[config.mk]
export PLATFORM = sky130hd
export DESIGN_NAME = inst_fetch_flat
export DESIGN_NICKNAME = d
export VERILOG_FILES = /design/src/rtl/cpu_pkg.sv /design/src/rtl/inst_fetch_if.sv /design/src/rtl/fetch_fifo.sv /design/src/rtl/inst_fetch.sv /design/src/flat_wrapper.sv
export SDC_FILE = /design/constraint.sdc
export NUM_CORES = 1
export LEC_CHECK = 0
export ABC_CLOCK_PERIOD_IN_PS = 3300
export CAP_MARGIN = 0
export CORE_ASPECT_RATIO = 1.5
export CORE_UTILIZATION = 50
export CTS_BUF_LIST = sky130_fd_sc_hd__clkbuf_8
export CTS_CLUSTER_DIAMETER = 30
export DETAILED_ROUTE_END_ITERATION = 6
export HOLD_SLACK_MARGIN = 0.08
export PLACE_DENSITY = 0.79
export SLEW_MARGIN = 25
export SYNTH_ARGS = -nofsm -noshare
export SYNTH_HDL_FRONTEND = slang
export SYNTH_SLANG_ARGS = --single-unit
[constraint.sdc]
create_clock -name clk -period 3.3 [get_ports clk]
set_clock_uncertainty 0.05 [all_clocks]
set_input_delay 0.66 -clock clk [delete_from_list [all_inputs] [get_ports clk]]
set_output_delay 0.66 -clock clk [all_outputs]
set_load 0.005 [all_outputs]
[src/rtl/cpu_pkg.sv]
// Shared CPU constants and the fetch buffer entry type.
package cpu_pkg;

  localparam int          INSTR_W          = 32;
  localparam logic [31:0] RESET_PC_DEFAULT = 32'h0000_0000;

  typedef struct packed {
    logic [31:0]        pc;
    logic [INSTR_W-1:0] instr;
  } fetch_entry_t;

  // Fetch addresses are word aligned; the low byte-offset bits are dropped.
  function automatic logic [31:0] align_pc(input logic [31:0] addr);
    return {addr[31:2], 2'b00};
  endfunction

endpackage

[src/rtl/inst_fetch_if.sv]
// Instruction memory port, redirect input and decode-side handshake of the fetch stage.
interface inst_fetch_if;
  import cpu_pkg::*;

  logic [31:0]        instruction_addr;
  logic [INSTR_W-1:0] instruction;
  logic               redirect_valid;
  logic [31:0]        redirect_target;
  logic               out_valid;
  logic               out_ready;
  logic [INSTR_W-1:0] out_instr;
  logic [31:0]        out_pc;

  modport master (
    output instruction_addr, out_valid, out_instr, out_pc,
    input  instruction, redirect_valid, redirect_target, out_ready
  );

  modport slave (
    input  instruction_addr, out_valid, out_instr, out_pc,
    output instruction, redirect_valid, redirect_target, out_ready
  );

endinterface

[src/rtl/fetch_fifo.sv]
// Prefetch buffer: circular FIFO of fetch entries with flush and a registered head.
module fetch_fifo
  import cpu_pkg::*;
#(
  parameter int DEPTH = 2
) (
  input  logic                       clk,
  input  logic                       rst_n,
  input  logic                       push,
  input  fetch_entry_t               push_entry,
  input  logic                       pop,
  input  logic                       flush,
  output logic [$clog2(DEPTH):0]     count,
  output fetch_entry_t               head
);

  localparam int PTR_W = $clog2(DEPTH);
  localparam int CNT_W = PTR_W + 1;

  fetch_entry_t     mem_q [DEPTH];
  fetch_entry_t     mem_d [DEPTH];
  logic [PTR_W-1:0] rd_ptr_q, rd_ptr_d;
  logic [PTR_W-1:0] wr_ptr_q, wr_ptr_d;
  logic [CNT_W-1:0] count_q, count_d;

  // Flush wins over everything; the caller never pushes into a full buffer without a pop.
  always_comb begin
    mem_d    = mem_q;
    rd_ptr_d = rd_ptr_q;
    wr_ptr_d = wr_ptr_q;
    count_d  = count_q;
    if (flush) begin
      rd_ptr_d = '0;
      wr_ptr_d = '0;
      count_d  = '0;
    end else begin
      if (push) begin
        mem_d[wr_ptr_q] = push_entry;
        wr_ptr_d        = wr_ptr_q + PTR_W'(1);
      end
      if (pop) begin
        rd_ptr_d = rd_ptr_q + PTR_W'(1);
      end
      case ({push, pop})
        2'b10:   count_d = count_q + CNT_W'(1);
        2'b01:   count_d = count_q - CNT_W'(1);
        default: count_d = count_q;
      endcase
    end
  end

  always_ff @(posedge clk or negedge rst_n) begin
    if (!rst_n) begin
      for (int i = 0; i < DEPTH; i++) begin
        mem_q[i] <= '0;
      end
      rd_ptr_q <= '0;
      wr_ptr_q <= '0;
      count_q  <= '0;
    end else begin
      mem_q    <= mem_d;
      rd_ptr_q <= rd_ptr_d;
      wr_ptr_q <= wr_ptr_d;
      count_q  <= count_d;
    end
  end

  assign count = count_q;
  assign head  = mem_q[rd_ptr_q];

endmodule

[src/rtl/inst_fetch.sv]
// Fetch stage: owns the fetch PC, pushes fetched words into the prefetch buffer, handles redirects.
module inst_fetch
  import cpu_pkg::*;
#(
  parameter logic [31:0] RESET_PC  = RESET_PC_DEFAULT,
  parameter int          BUF_DEPTH = 2
) (
  input  logic          clk,
  input  logic          rst_n,
  inst_fetch_if.master  bus
);

  localparam int               CNT_W    = $clog2(BUF_DEPTH) + 1;
  localparam logic [CNT_W-1:0] FULL_CNT = CNT_W'(BUF_DEPTH);

  logic [31:0]      fetch_pc_q, fetch_pc_d;
  logic [CNT_W-1:0] fifo_count;
  fetch_entry_t     head_entry;
  fetch_entry_t     push_entry;
  logic             push, pop, flush, has_entry;

  assign has_entry = (fifo_count != '0);
  assign pop       = has_entry && bus.out_ready;

  // A redirect discards the word being fetched this cycle; a pop in the same cycle still completes.
  always_comb begin
    flush            = bus.redirect_valid;
    push             = !bus.redirect_valid && ((fifo_count < FULL_CNT) || pop);
    push_entry.pc    = fetch_pc_q;
    push_entry.instr = bus.instruction;
    fetch_pc_d       = fetch_pc_q;
    if (bus.redirect_valid) begin
      fetch_pc_d = align_pc(bus.redirect_target);
    end else if (push) begin
      fetch_pc_d = fetch_pc_q + 32'd4;
    end
  end

  always_ff @(posedge clk or negedge rst_n) begin
    if (!rst_n) begin
      fetch_pc_q <= RESET_PC;
    end else begin
      fetch_pc_q <= fetch_pc_d;
    end
  end

  fetch_fifo #(
    .DEPTH (BUF_DEPTH)
  ) u_fifo (
    .clk        (clk),
    .rst_n      (rst_n),
    .push       (push),
    .push_entry (push_entry),
    .pop        (pop),
    .flush      (flush),
    .count      (fifo_count),
    .head       (head_entry)
  );

  assign bus.instruction_addr = fetch_pc_q;
  assign bus.out_valid        = has_entry;
  assign bus.out_instr        = head_entry.instr;
  assign bus.out_pc           = head_entry.pc;

endmodule

[src/flat_wrapper.sv]
// flat-port wrapper written by rule: the top's interface ports become plain ports
module inst_fetch_flat import cpu_pkg::*;
#(
  parameter logic [31:0] RESET_PC  = RESET_PC_DEFAULT,
  parameter int          BUF_DEPTH = 2
)
  (clk, rst_n, bus_instruction_addr, bus_out_valid, bus_out_instr, bus_out_pc, bus_instruction, bus_redirect_valid, bus_redirect_target, bus_out_ready);
  inst_fetch_if bus_i ();
  input  logic clk;
  input  logic rst_n;
  output wire logic [$bits(bus_i.instruction_addr)-1:0] bus_instruction_addr;
  output wire logic [$bits(bus_i.out_valid)-1:0] bus_out_valid;
  output wire logic [$bits(bus_i.out_instr)-1:0] bus_out_instr;
  output wire logic [$bits(bus_i.out_pc)-1:0] bus_out_pc;
  input wire logic [$bits(bus_i.instruction)-1:0] bus_instruction;
  input wire logic [$bits(bus_i.redirect_valid)-1:0] bus_redirect_valid;
  input wire logic [$bits(bus_i.redirect_target)-1:0] bus_redirect_target;
  input wire logic [$bits(bus_i.out_ready)-1:0] bus_out_ready;
  assign bus_instruction_addr = bus_i.instruction_addr;
  assign bus_out_valid = bus_i.out_valid;
  assign bus_out_instr = bus_i.out_instr;
  assign bus_out_pc = bus_i.out_pc;
  assign bus_i.instruction = bus_instruction;
  assign bus_i.redirect_valid = bus_redirect_valid;
  assign bus_i.redirect_target = bus_redirect_target;
  assign bus_i.out_ready = bus_out_ready;
  inst_fetch #(.RESET_PC(RESET_PC), .BUF_DEPTH(BUF_DEPTH)) u_core (.clk(clk), .rst_n(rst_n), .bus(bus_i));
endmodule
==> out/summary.json, run 1 <==
{
  "floorplan": {
    "fp-row-count": 54,
    "die_height_um": 152,
    "num_io_pins": 165,
    "die_w_um": 102,
    "floorplan.die_area_mm2": 0.0154,
    "fp.coreArea_mm2": 0.0145,
    "floorplan.initialDensity_pct": 51.3
  },
  "routing": {
    "route.final.wire_length_mm": 17.6,
    "route.antenna.remaining_nets": 0,
    "routed_wire_length_per_instance_um": 18.6,
    "detail_route.drc_violations": 0,
    "drt_pre_antenna_iters": 5,
    "via_count": 5300,
    "post_drt_via_cell_ratio": 5.58,
    "drt_iter0_markers": 334
  },
  "clock_network": {
    "cts_resized": 0,
    "cts.htree.levels": 4,
    "cts_hold_repair.buffers": 0,
    "clk-insertion-delay-late_ps": 450,
    "clock-sinks": 158,
    "ctsLongestPathBuffers": 2,
    "cts_made_buffers": 17,
    "clk_transition_reported_paths_ps": 90,
    "clk_root_buffer_cell": "clkbuf_8",
    "tritoncts_clock_tree": "built",
    "postCtsSetupRepairBufs": 0
  },
  "setup_path": {
    "reg2reg_depth": 4,
    "worstPathCellList": "buf_4 -> mux2_2 -> clkdlybuf4s50_1",
    "timing.critical_path.required_ps": 2590,
    "worstSetupEndpointType": "primary output",
    "stage_delay_of_the_slowest_cell_on_the_critical_path_ps": 460,
    "critical_path.slowest_cell": "clkdlybuf4s50_1",
    "crit_path_start_kind": "flip-flop",
    "cp_max_fo": 26,
    "worst-endpoint-arrival_ps": 2060,
    "critical_path_class": "reg2out"
  },
  "placement": {
    "place.detailed.hpwl_mm": 12.3,
    "gpl.final_weighted_congestion": 0.880,
    "dpl-instance-area_mm2": 0.00922,
    "port_buffers": 158
  },
  "yosys": {
    "synth_warnings": 0,
    "post_synth_num_cell_types": 40,
    "ys_async_sr_fraction_pct": 100,
    "seq_area_frac_synth_pct": 53.1,
    "count_of_flip_flops_with_a_built_in_enable_after_synthesis": 0,
    "yosysTopAreaCell": "dfrtp_1",
    "yosysTopAreaCellShare_pct": 53.1,
    "synthesized_instance_count": 589,
    "postSynthRegisterBits": 158,
    "synthTopCellsByArea": "dfrtp_1 53%, mux2_2 28%, nand3_1 1.5%",
    "netlist_area_mm2": 0.00745,
    "average_cell_area_after_synthesis_um2": 12.7,
    "synth_flop_cell": "dfrtp_1"
  },
  "sta": {
    "slew_at_the_pin_closest_to_its_max_slew_limit_ps": 1000,
    "drv_slew": 0,
    "slew_headroom_pct": 33.2,
    "rsz0062_at_grt": "false",
    "finalSetupTns_ps": 0,
    "setup_viol": 0,
    "final_cycle_utilization_of_the_critical_path_pct": 83.9,
    "final_hold_viol_count": 0,
    "max_freq_ghz": 0.361,
    "period_needed_ps": 2770
  },
  "power": {
    "vdd_ir_drop_max_v": 0.000368,
    "p_per_area_mw_per_mm2": 608,
    "static-leakage-power_nw": 3.81
  },
  "layout": {
    "layout.cells.most_common_list": "186 x mux2_2, 157 x dfrtp_1, 156 x clkdlybuf4s50_1",
    "layout.nets": 809,
    "stdcell_area_mm2": 0.00966,
    "num_antenna_cells": 0,
    "mostFrequentLayoutCell": "mux2_2",
    "share_of_layout_cells_above_drive_strength_1_pct": 32.0,
    "signed_area_change_from_the_synthesized_netlist_to_the_final_layout_pct": 29.6
  },
  "global_route": {
    "grt_overflow": 0,
    "grt_max_degree": 87,
    "antenna_found_initial": 0,
    "grt.total_usage_pct": 24.0,
    "grt_pass1_vias": 5626,
    "grt_first_pass_wirelength_mm": 28.1
  },
  "status": {
    "status": "complete, no violations"
  },
  "flow_run": {
    "cap_viol_max_count": 0
  },
  "min_path": {
    "worst_min_path_class": "in2async"
  }
}
-- synth_stat cells (2+ instances only) --
library cell	instances
xnor2_1	10
a22oi_1	6
nor2_1	19
inv_1	6
nor3b_1	2
o311ai_0	6
nand3_1	22
or3_1	4
buf_1	7
or2_2	4
a31oi_1	7
nand4_1	13
a21oi_1	3
buf_4	4
o21ai_0	13
mux2_2	186
nor3_1	10
nand2_1	28
or4_1	6
o31ai_1	13
dfrtp_1	158
clkbuf_1	14
xor2_1	3
buf_2	13
nor2b_1	6
and3_1	5
nor4b_1	2
nor4_1	7
-- state kept, by name (all words and copies together), names as in the netlist --
signal,flops
u_core.bus.instruction_addr,30
u_core.u_fifo.count,2
u_core.u_fifo.mem_q,124
u_core.u_fifo.rd_ptr_q,1
u_core.u_fifo.wr_ptr_q,1
-- where the power goes --
part           internal (W)  switching, W  total (W)
registers           0.00238      0.000286    0.00266
clock network      0.000806      0.000762    0.00157
logic               0.00109      0.000554    0.00164
total               0.00427       0.00160    0.00587
-- cells by family after synthesis --
group / count (synthesis) / share of synthesized area, %
fa+ha+maj: 1 / 0.168
simple gates: 134 / 9.72
mux: 187 / 28.2
compound gates: 49 / 4.40
flops: 158 / 53.1
buf+inv: 46 / 2.84
other cells: 1 / 0.0503
xor+xnor: 13 / 1.53
-- per-stage QoR --
step	setup WS, ps	std cells	utilization (%)	total power (W)	hold WS (ps)
global route	434	949	66.5	0.00618	246
detailed placement	382	917	63.5	0.00436	442
global placement	413	917	63.5	0.00426	433
CTS	488	949	66.5	0.00593	232
floorplan	1200	592	-	0.00347	314
finish	531	949	66.5	0.00587	210
-- final cells by class --
type,count,area (µm²)
Inverter,7,26.3
Timing Repair Buffer,168,1690
Multi-Input combinational cell,388,3300
Clock buffer,19,262
Sequential cell,158,3960
Fill cell,1115,4870
Clock inverter,13,175
Tap cell,196,245
-- worst max-delay path: cells and delay by family, from the launching register on --
family / cells / cell delay (ps)
flip-flops: 1 / 390
multiplexers: 1 / 390
buffers and inverters: 2 / 830
-- worst paths after layout --
check / startpoint / end / slack [ps]
min: rst_n / u_core.u_fifo.mem_q[5] / 210
min reg2reg: u_core.u_fifo.mem_q[54] / u_core.u_fifo.mem_q[54] / 460
max reg2reg: u_core.u_fifo.count[1] / u_core.u_fifo.mem_q[115] / 1130
max in group asynchronous: rst_n / u_core.bus.instruction_addr[30] / 2150
min in group clk: u_core.u_fifo.mem_q[54] / u_core.u_fifo.mem_q[54] / 460
max: u_core.u_fifo.rd_ptr_q / bus_out_instr[30] / 530
-- metal layers --
metal	wire (µm)	global-route usage (%)
met1	6940	27.8
met2	9570	42.6
met3	887	6.06
met4	231	8.33
met5	0	0
No activity file was read; power rests on OpenSTA's default activity.
==> inputs of run 2 (changes only) <==
--- a/config.mk
+++ b/config.mk
@@ -5,15 +5,15 @@
 export SDC_FILE = /design/constraint.sdc
 export NUM_CORES = 1
 export LEC_CHECK = 0
-export ABC_CLOCK_PERIOD_IN_PS = 3300
+export ABC_CLOCK_PERIOD_IN_PS = 2300
 export CAP_MARGIN = 0
 export CORE_ASPECT_RATIO = 1.5
-export CORE_UTILIZATION = 50
+export CORE_UTILIZATION = 47
 export CTS_BUF_LIST = sky130_fd_sc_hd__clkbuf_8
 export CTS_CLUSTER_DIAMETER = 30
 export DETAILED_ROUTE_END_ITERATION = 6
 export HOLD_SLACK_MARGIN = 0.08
-export PLACE_DENSITY = 0.79
+export PLACE_DENSITY = 0.78
 export SLEW_MARGIN = 25
 export SYNTH_ARGS = -nofsm -noshare
 export SYNTH_HDL_FRONTEND = slang
==> constraint.sdc (replaced) <==
create_clock -name clk -period 2.3 [get_ports clk]
set_clock_uncertainty 0.05 [all_clocks]
set_input_delay 0.46 -clock clk [delete_from_list [all_inputs] [get_ports clk]]
set_output_delay 0.46 -clock clk [all_outputs]
set_load 0.005 [all_outputs]
==> out/summary.json, run 2 (same netlist as run 1, synthesis figures left out) <==
{
  "global_route": {
    "antenna_found_initial": {"value": 0, "change": "unchanged"},
    "grt_overflow": {"value": 0, "change": "unchanged"},
    "grt_max_degree": {"value": 58, "change": "was 87"},
    "grt_pass1_vias": {"value": 5921, "change": "was 5626"},
    "grt_util_met2": {"value": 44.6, "unit": "%", "change": "was 42.6%"},
    "globalRouteMet3Util": {"value": 5.83, "unit": "%", "change": "was 6.06%"},
    "grt-busiest-layer": {"value": "met2", "change": "unchanged"},
    "grt_use_met1": {"value": 26.0, "unit": "%", "change": "was 27.8%"},
    "grt_first_pass_wirelength": {"value": 30.3, "unit": "mm", "change": "was 28.1 mm"},
    "grt.total_usage": {"value": 24.0, "unit": "%", "change": "about the same"}
  },
  "sta": {
    "slew_at_the_pin_closest_to_its_max_slew_limit": {"value": 553, "unit": "ps", "change": "was 1000 ps"},
    "holdWs": {"value": 240, "unit": "ps", "change": "was 210 ps"},
    "slew_headroom": {"value": 63.2, "unit": "%", "change": "was 33.2%"},
    "final_hold_viol_count": {"value": 0, "change": "unchanged"},
    "rsz0062_at_grt": {"value": "true", "change": "was false"},
    "final_cycle_utilization_of_the_critical_path_pct": 102,
    "drv_slew": {"value": 0, "change": "unchanged"},
    "finalSetupTns": {"value": -329, "unit": "ps", "change": "was 0 ps"},
    "setup_viol": {"value": 12, "change": "was 0"},
    "period_needed_ps": 2340,
    "max_freq_ghz": 0.427,
    "worst_setup_margin": {"value": -39.6, "unit": "ps", "change": "was 531 ps"}
  },
  "floorplan": {
    "die_w": {"value": 105, "unit": "µm", "change": "was 102 µm"},
    "floorplan.die_area": {"value": 0.0164, "unit": "mm²", "change": "was 0.0154 mm²"},
    "die_height": {"value": 156, "unit": "µm", "change": "was 152 µm"},
    "fp.coreArea": {"value": 0.0156, "unit": "mm²", "change": "was 0.0145 mm²"},
    "fp-row-count": {"value": 56, "change": "was 54"},
    "floorplan.initialDensity": {"value": 47.9, "unit": "%", "change": "was 51.3%"},
    "num_io_pins": {"value": 165, "change": "unchanged"}
  },
  "min_path": {
    "worst_min_path_class": {"value": "in2reg", "change": "was in2async"},
    "timing.hold.worst_endpoint": "u_core.u_fifo.rd_ptr_q",
    "launch_instance_of_the_worst_min_delay_path": "bus_redirect_valid",
    "holdPathStages": 2
  },
  "routing": {
    "route.final.wire_length": {"value": 19.1, "unit": "mm", "change": "was 17.6 mm"},
    "drt_iter0_markers": {"value": 231, "change": "was 334"},
    "detail_route.drc_violations": {"value": 0, "change": "unchanged"},
    "drt_pre_antenna_iters": {"value": 4, "change": "was 5"},
    "via_count": {"value": 5520, "change": "was 5300"},
    "routed_wire_length_per_instance": {"value": 19.3, "unit": "µm", "change": "was 18.6 µm"},
    "route.antenna.remaining_nets": {"value": 0, "change": "unchanged"},
    "post_drt_via_cell_ratio": {"value": 5.58, "change": "about the same"}
  },
  "clock_network": {
    "clk_root_buffer_cell": {"value": "clkbuf_8", "change": "unchanged"},
    "clk_transition_reported_paths": {"value": 80, "unit": "ps", "change": "was 90 ps"},
    "cts.htree.levels": {"value": 4, "change": "unchanged"},
    "cts_made_buffers": {"value": 17, "change": "unchanged"},
    "ctsLongestPathBuffers": {"value": 2, "change": "unchanged"},
    "tritoncts_clock_tree": {"value": "built", "change": "unchanged"},
    "clk-insertion-delay-late": {"value": 440, "unit": "ps", "change": "was 450 ps"},
    "clock-sinks": {"value": 158, "change": "unchanged"}
  },
  "layout": {
    "final_core_utilization": {"value": 64.7, "unit": "%", "change": "was 66.5%"},
    "largest_register_by_flop_count": {"value": "u_core.u_fifo.mem_q", "change": "unchanged"},
    "signed_area_change_from_the_synthesized_netlist_to_the_final_layout": {"value": 35.1, "unit": "%", "change": "was 29.6%"},
    "fillers": {"value": 1228, "change": "was 1115"},
    "stdcell_area": {"value": 0.0101, "unit": "mm²", "change": "was 0.00966 mm²"},
    "layout.nets": {"value": 844, "change": "was 809"},
    "num_antenna_cells": {"value": 0, "change": "unchanged"},
    "mostFrequentLayoutCell": {"value": "mux2_2", "change": "unchanged"},
    "layout.cells.most_common_list": {"value": "178 x mux2_2, 157 x dfrtp_1, 94 x clkdlybuf4s50_1", "change": "was 186 x mux2_2, 157 x dfrtp_1, 156 x clkdlybuf4s50_1"},
    "largest_reg_flops": {"value": 124, "change": "unchanged"},
    "share_of_layout_cells_above_drive_strength_1": {"value": 40.5, "unit": "%", "change": "was 32.0%"}
  },
  "setup_path": {
    "ff2ff_setup_slack": {"value": 230, "unit": "ps", "change": "was 1130 ps"},
    "worst-endpoint-arrival": {"value": 1830, "unit": "ps", "change": "was 2060 ps"},
    "timing.critical_path.required": {"value": 1790, "unit": "ps", "change": "was 2590 ps"},
    "reg2reg_from": {"value": "u_core.bus.instruction_addr[3]", "change": "was u_core.u_fifo.count[1]"},
    "timing.rr.end": {"value": "u_core.bus.instruction_addr[22]", "change": "was u_core.u_fifo.mem_q[115]"},
    "worstSetupEndpointType": {"value": "primary output", "change": "unchanged"},
    "reg2reg_depth": {"value": 5, "change": "was 4"},
    "critical_path_class": {"value": "reg2out", "change": "unchanged"},
    "cp_max_fo": {"value": 5, "change": "was 26"},
    "crit_path_start_kind": {"value": "flip-flop", "change": "unchanged"}
  },
  "placement": {
    "dpl-instance-area": {"value": 0.00938, "unit": "mm²", "change": "was 0.00922 mm²"},
    "port_buffers": {"value": 158, "change": "unchanged"},
    "preCtsSetupSlack": {"value": -109, "unit": "ps", "change": "was 382 ps"},
    "gpl.final_weighted_congestion": {"value": 0.843, "change": "was 0.880"},
    "place.detailed.hpwl": {"value": 12.4, "unit": "mm", "change": "was 12.3 mm"}
  },
  "power": {
    "p_per_area": {"value": 830, "unit": "mW/mm²", "change": "was 608 mW/mm²"},
    "vdd_ir_drop_max": {"value": 0.000416, "unit": "V", "change": "was 0.000368 V"},
    "static-leakage-power": {"value": 4.13, "unit": "nW", "change": "was 3.81 nW"}
  },
  "flow_run": {
    "cap_viol_max_count": {"value": 0, "change": "unchanged"}
  },
  "status": {
    "failed_checks": "setup timing",
    "status": {"value": "complete, but fails checks", "change": "was complete, no violations"}
  }
}
[run 2: cell types whose count changed in the layout (fill, tap and decap cells not counted), moves of 10 or more]
cell             change
buf_12              +10
buf_2               +25
buf_6               +11
clkdlybuf4s50_1     -62
dlygate4sd2_1       +11
buf_4               +12
[run 2: worst max-delay path by stage]
stage / startpoint / endpoint / slack (ps) / cells after the start
floorplan: u_core.bus.instruction_addr[2] / u_core.bus.instruction_addr[22] / 400 / 5
global placement: bus_out_ready / u_core.bus.instruction_addr[24] / -90 / 6
detailed placement: bus_out_ready / u_core.bus.instruction_addr[24] / -110 / 6
CTS: u_core.u_fifo.rd_ptr_q / bus_out_instr[15] / -70 / 6
global route: u_core.u_fifo.rd_ptr_q / bus_out_instr[10] / -80 / 6
finish: u_core.u_fifo.rd_ptr_q / bus_out_instr[3] / -40 / 6
[run 2: layer usage]
layer	routed length [µm]	up-vias
li1	-	2519
met2	10400	154
met5	0	-
met3	1010	33
met1	7180	2814
met4	471	0
[run 2: worst max-delay path, cell delays in order (launching register included)]
cell     delay (ps)
dfrtp_2         430
buf_12          160
buf_12          140
buf_12          130
buf_16          140
mux2_2          260
buf_2           130
[run 2: area by class of cell]
type / instances / area, µm² / share of cell area (%)
tap: 203 / 254 / 2.52
timing repair buffer: 203 / 2100 / 20.9
inverter: 7 / 26.3 / 0.261
multi-input combinational: 388 / 3330 / 33.1
clock inverter: 12 / 146 / 1.45
clock buffer: 18 / 248 / 2.46
sequential: 158 / 3960 / 39.3
[run 2: what timing repair did]
item	in CTS	in global routing
gates cloned	8	0
endpoints found under the setup margin	62	37
buffers inserted	15	0
endpoints found under the hold margin	55	0
gates resized for setup	209	13
hold buffers	1	0
[run 2: through the flow]
stage,total power (W),instances
after floorplan,0.00498,592
after global placement,0.00616,936
after detailed placement,0.00630,936
after CTS,0.00844,990
after global routing,0.00878,989
final,0.00835,989
[run 2: report_power, final]
part / switching (W) / internal (W)
combinational: 0.000875 / 0.00157
sequential: 0.000411 / 0.00341
clock: 0.00101 / 0.00108
==> inputs of run 3 (changes only) <==
--- a/config.mk
+++ b/config.mk
@@ -14,6 +14,7 @@
 export DETAILED_ROUTE_END_ITERATION = 6
 export HOLD_SLACK_MARGIN = 0.08
 export PLACE_DENSITY = 0.78
+export SKIP_CTS_REPAIR_TIMING = 1
 export SLEW_MARGIN = 25
 export SYNTH_ARGS = -nofsm -noshare
 export SYNTH_HDL_FRONTEND = slang
==> out/summary.json, run 3 (same netlist as run 1, synthesis figures left out) <==
{
  "setup_path": {
    "critical_path_class": {"value": "reg2out", "change": "unchanged"},
    "cp.buffers_inverters": {"value": 2, "change": "was 5"},
    "reg2reg_depth": {"value": 5, "change": "unchanged"},
    "timing.critical_path.required": {"value": 1790, "unit": "ps", "change": "about the same"},
    "stage_delay_of_the_slowest_cell_on_the_critical_path": {"value": 440, "unit": "ps", "change": "was 430 ps"},
    "critical_path.slowest_cell": {"value": "clkdlybuf4s50_1", "change": "was dfrtp_2"},
    "crit_path_start_kind": {"value": "flip-flop", "change": "unchanged"},
    "worstPathCellList": {"value": "buf_12 -> mux2_2 -> clkdlybuf4s50_1", "change": "was buf_12 -> buf_12 -> buf_12 -> buf_16 -> mux2_2 -> buf_2"},
    "ff2ff_setup_slack": {"value": 240, "unit": "ps", "change": "was 230 ps"},
    "critical_path.top_delay_family": {"value": "buffers and inverters", "change": "unchanged"},
    "timing.rr.end": {"value": "u_core.bus.instruction_addr[22]", "change": "unchanged"},
    "worstSetupEndpointType": {"value": "primary output", "change": "unchanged"},
    "cp_max_fo": {"value": 34, "change": "was 5"},
    "worst-endpoint-arrival": {"value": 1940, "unit": "ps", "change": "was 1830 ps"},
    "reg2reg_from": {"value": "u_core.bus.instruction_addr[3]", "change": "unchanged"}
  },
  "flow_run": {
    "cap_viol_max_count": {"value": 0, "change": "unchanged"}
  },
  "power": {
    "power.clock.fraction": {"value": 25.0, "unit": "%", "change": "about the same"},
    "vdd_ir_drop_max": {"value": 0.000421, "unit": "V", "change": "was 0.000416 V"},
    "overall_power_after_layout": {"value": 0.00826, "unit": "W", "change": "was 0.00835 W"},
    "p_int": {"value": 0.00606, "unit": "W", "change": "about the same"},
    "net-switching-power": {"value": 0.00221, "unit": "W", "change": "was 0.00229 W"},
    "p_per_area": {"value": 822, "unit": "mW/mm²", "change": "was 830 mW/mm²"},
    "seqPwrFrac": {"value": 46.3, "unit": "%", "change": "was 45.7%"},
    "sw_frac_of_total": {"value": 26.7, "unit": "%", "change": "was 27.4%"},
    "static-leakage-power": {"value": 4.44, "unit": "nW", "change": "was 4.13 nW"},
    "p_comb_share": {"value": 28.7, "unit": "%", "change": "was 29.2%"}
  },
  "global_route": {
    "grt_first_pass_wirelength": {"value": 28.3, "unit": "mm", "change": "was 30.3 mm"},
    "grt_pass1_vias": {"value": 5712, "change": "was 5921"},
    "grt_overflow": {"value": 0, "change": "unchanged"},
    "grt.total_usage": {"value": 21.9, "unit": "%", "change": "was 24.0%"},
    "antenna_found_initial": {"value": 0, "change": "unchanged"},
    "grt_max_degree": {"value": 58, "change": "unchanged"}
  },
  "sta": {
    "drv_slew": {"value": 0, "change": "unchanged"},
    "slew_headroom": {"value": 63.0, "unit": "%", "change": "was 63.2%"},
    "final_cycle_utilization_of_the_critical_path": {"value": 106, "unit": "%", "change": "was 102%"},
    "period_needed": {"value": 2450, "unit": "ps", "change": "was 2340 ps"},
    "setup_viol": {"value": 9, "change": "was 12"},
    "max_freq": {"value": 0.409, "unit": "GHz", "change": "was 0.427 GHz"},
    "rsz0062_at_grt": {"value": "true", "change": "unchanged"},
    "worst_setup_margin": {"value": -148, "unit": "ps", "change": "was -39.6 ps"},
    "slew_at_the_pin_closest_to_its_max_slew_limit": {"value": 554, "unit": "ps", "change": "was 553 ps"},
    "finalSetupTns": {"value": -1100, "unit": "ps", "change": "was -329 ps"},
    "final_hold_viol_count": {"value": 0, "change": "unchanged"}
  },
  "routing": {
    "drt_iter0_markers": {"value": 194, "change": "was 231"},
    "via_count": {"value": 5394, "change": "was 5520"},
    "post_drt_via_cell_ratio": {"value": 5.50, "change": "was 5.58"},
    "routed_wire_length_per_instance": {"value": 18.4, "unit": "µm", "change": "was 19.3 µm"},
    "detail_route.drc_violations": {"value": 0, "change": "unchanged"},
    "route.antenna.remaining_nets": {"value": 0, "change": "unchanged"},
    "drt_pre_antenna_iters": {"value": 4, "change": "unchanged"},
    "route.final.wire_length": {"value": 18.1, "unit": "mm", "change": "was 19.1 mm"}
  },
  "floorplan": {
    "floorplan.die_area": {"value": 0.0164, "unit": "mm²", "change": "unchanged"},
    "num_io_pins": {"value": 165, "change": "unchanged"},
    "fp-row-count": {"value": 56, "change": "unchanged"},
    "die_height": {"value": 156, "unit": "µm", "change": "unchanged"},
    "die_w": {"value": 105, "unit": "µm", "change": "unchanged"},
    "floorplan.initialDensity": {"value": 47.9, "unit": "%", "change": "unchanged"},
    "fp.coreArea": {"value": 0.0156, "unit": "mm²", "change": "unchanged"}
  },
  "placement": {
    "gpl.final_weighted_congestion": {"value": 0.843, "change": "unchanged"},
    "dpl-instance-area": {"value": 0.00938, "unit": "mm²", "change": "unchanged"},
    "preCtsSetupSlack": {"value": -109, "unit": "ps", "change": "unchanged"},
    "dp.cells": {"value": 936, "change": "unchanged"},
    "place.detailed.hpwl": {"value": 12.4, "unit": "mm", "change": "unchanged"},
    "port_buffers": {"value": 158, "change": "unchanged"}
  },
  "min_path": {
    "worst_min_path_class": {"value": "in2reg", "change": "unchanged"},
    "holdPathStages": {"value": 2, "change": "unchanged"},
    "launch_instance_of_the_worst_min_delay_path": {"value": "bus_redirect_valid", "change": "unchanged"},
    "timing.hold.worst_endpoint": {"value": "u_core.u_fifo.rd_ptr_q", "change": "unchanged"}
  },
  "clock_network": {
    "tritoncts_clock_tree": {"value": "built", "change": "unchanged"},
    "clock-sinks": {"value": 158, "change": "unchanged"},
    "cts.htree.levels": {"value": 4, "change": "unchanged"},
    "cts_made_buffers": {"value": 17, "change": "unchanged"},
    "clk_transition_reported_paths": {"value": 80, "unit": "ps", "change": "about the same"},
    "ctsLongestPathBuffers": {"value": 2, "change": "unchanged"},
    "clk_root_buffer_cell": {"value": "clkbuf_8", "change": "unchanged"},
    "clk-insertion-delay-late": {"value": 430, "unit": "ps", "change": "was 440 ps"}
  },
  "layout": {
    "signed_area_change_from_the_synthesized_netlist_to_the_final_layout": {"value": 34.9, "unit": "%", "change": "was 35.1%"},
    "finalNonFillerCells": {"value": 981, "change": "was 989"},
    "num_antenna_cells": {"value": 0, "change": "unchanged"},
    "layout.nets": {"value": 836, "change": "was 844"},
    "largest_register_by_flop_count": {"value": "u_core.u_fifo.mem_q", "change": "unchanged"},
    "share_of_layout_cells_above_drive_strength_1": {"value": 34.1, "unit": "%", "change": "was 40.5%"},
    "layout.cells.most_common_list": {"value": "186 x mux2_2, 157 x dfrtp_1, 103 x clkdlybuf4s50_1", "change": "was 178 x mux2_2, 157 x dfrtp_1, 94 x clkdlybuf4s50_1"},
    "mostFrequentLayoutCell": {"value": "mux2_2", "change": "unchanged"},
    "largest_reg_flops": {"value": 124, "change": "unchanged"},
    "stdcell_area": {"value": 0.0101, "unit": "mm²", "change": "about the same"}
  },
  "status": {
    "failed_checks": {"value": "setup timing", "change": "unchanged"},
    "status": {"value": "complete, but fails checks", "change": "unchanged"}
  }
}
==> run 3: power by group through the flow <==
stage | sequential (W) | combinational, W | clock, W
after floorplan | 0.00372 | 0.00126 | 0
after global placement | 0.00380 | 0.00236 | 0
after detailed placement | 0.00387 | 0.00242 | 0
after CTS | 0.00382 | 0.00244 | 0.00214
after global routing | 0.00391 | 0.00255 | 0.00224
final | 0.00382 | 0.00237 | 0.00207
==> run 3: layout make-up <==
| class | instances | area, µm² |
|---|---|---|
| fillers | 1216 | 5500 |
| flip-flops and latches | 158 | 3960 |
| multi-input cells | 388 | 3300 |
| repair buffers | 195 | 2120 |
| well taps | 203 | 254 |
| clock buffers | 18 | 248 |
| clock inverters | 12 | 146 |
| inverters | 7 | 26.3 |
==> run 3: worst max-delay path by stage <==
stage                                         startpoint                               to  slack (ps)  depth (start not counted)
after floorplan           u_core.bus.instruction_addr[2]  u_core.bus.instruction_addr[22]         400                          5
after global placement                     bus_out_ready  u_core.bus.instruction_addr[24]         -90                          6
after detailed placement                   bus_out_ready  u_core.bus.instruction_addr[24]        -110                          6
after CTS                         u_core.u_fifo.rd_ptr_q                   bus_out_pc[31]        -200                          3
after global routing              u_core.u_fifo.rd_ptr_q                bus_out_instr[23]        -220                          3
final                             u_core.u_fifo.rd_ptr_q                bus_out_instr[23]        -150                          3
==> run 3: layer usage <==
layer	track usage, %	vias up	wire length (µm)
li1	-	2499	-
met1	24.9	2734	7290
met2	40.4	142	9760
met3	5.04	19	794
met4	7.38	0	201
met5	0	-	0
==> run 3: metrics by stage <==
step	utilization (%)	hold WS, ps
floorplan	-	114
global placement	60.3	404
detailed placement	60.3	421
CTS	62.9	-65.3
global route	64.6	241
finish	64.6	250
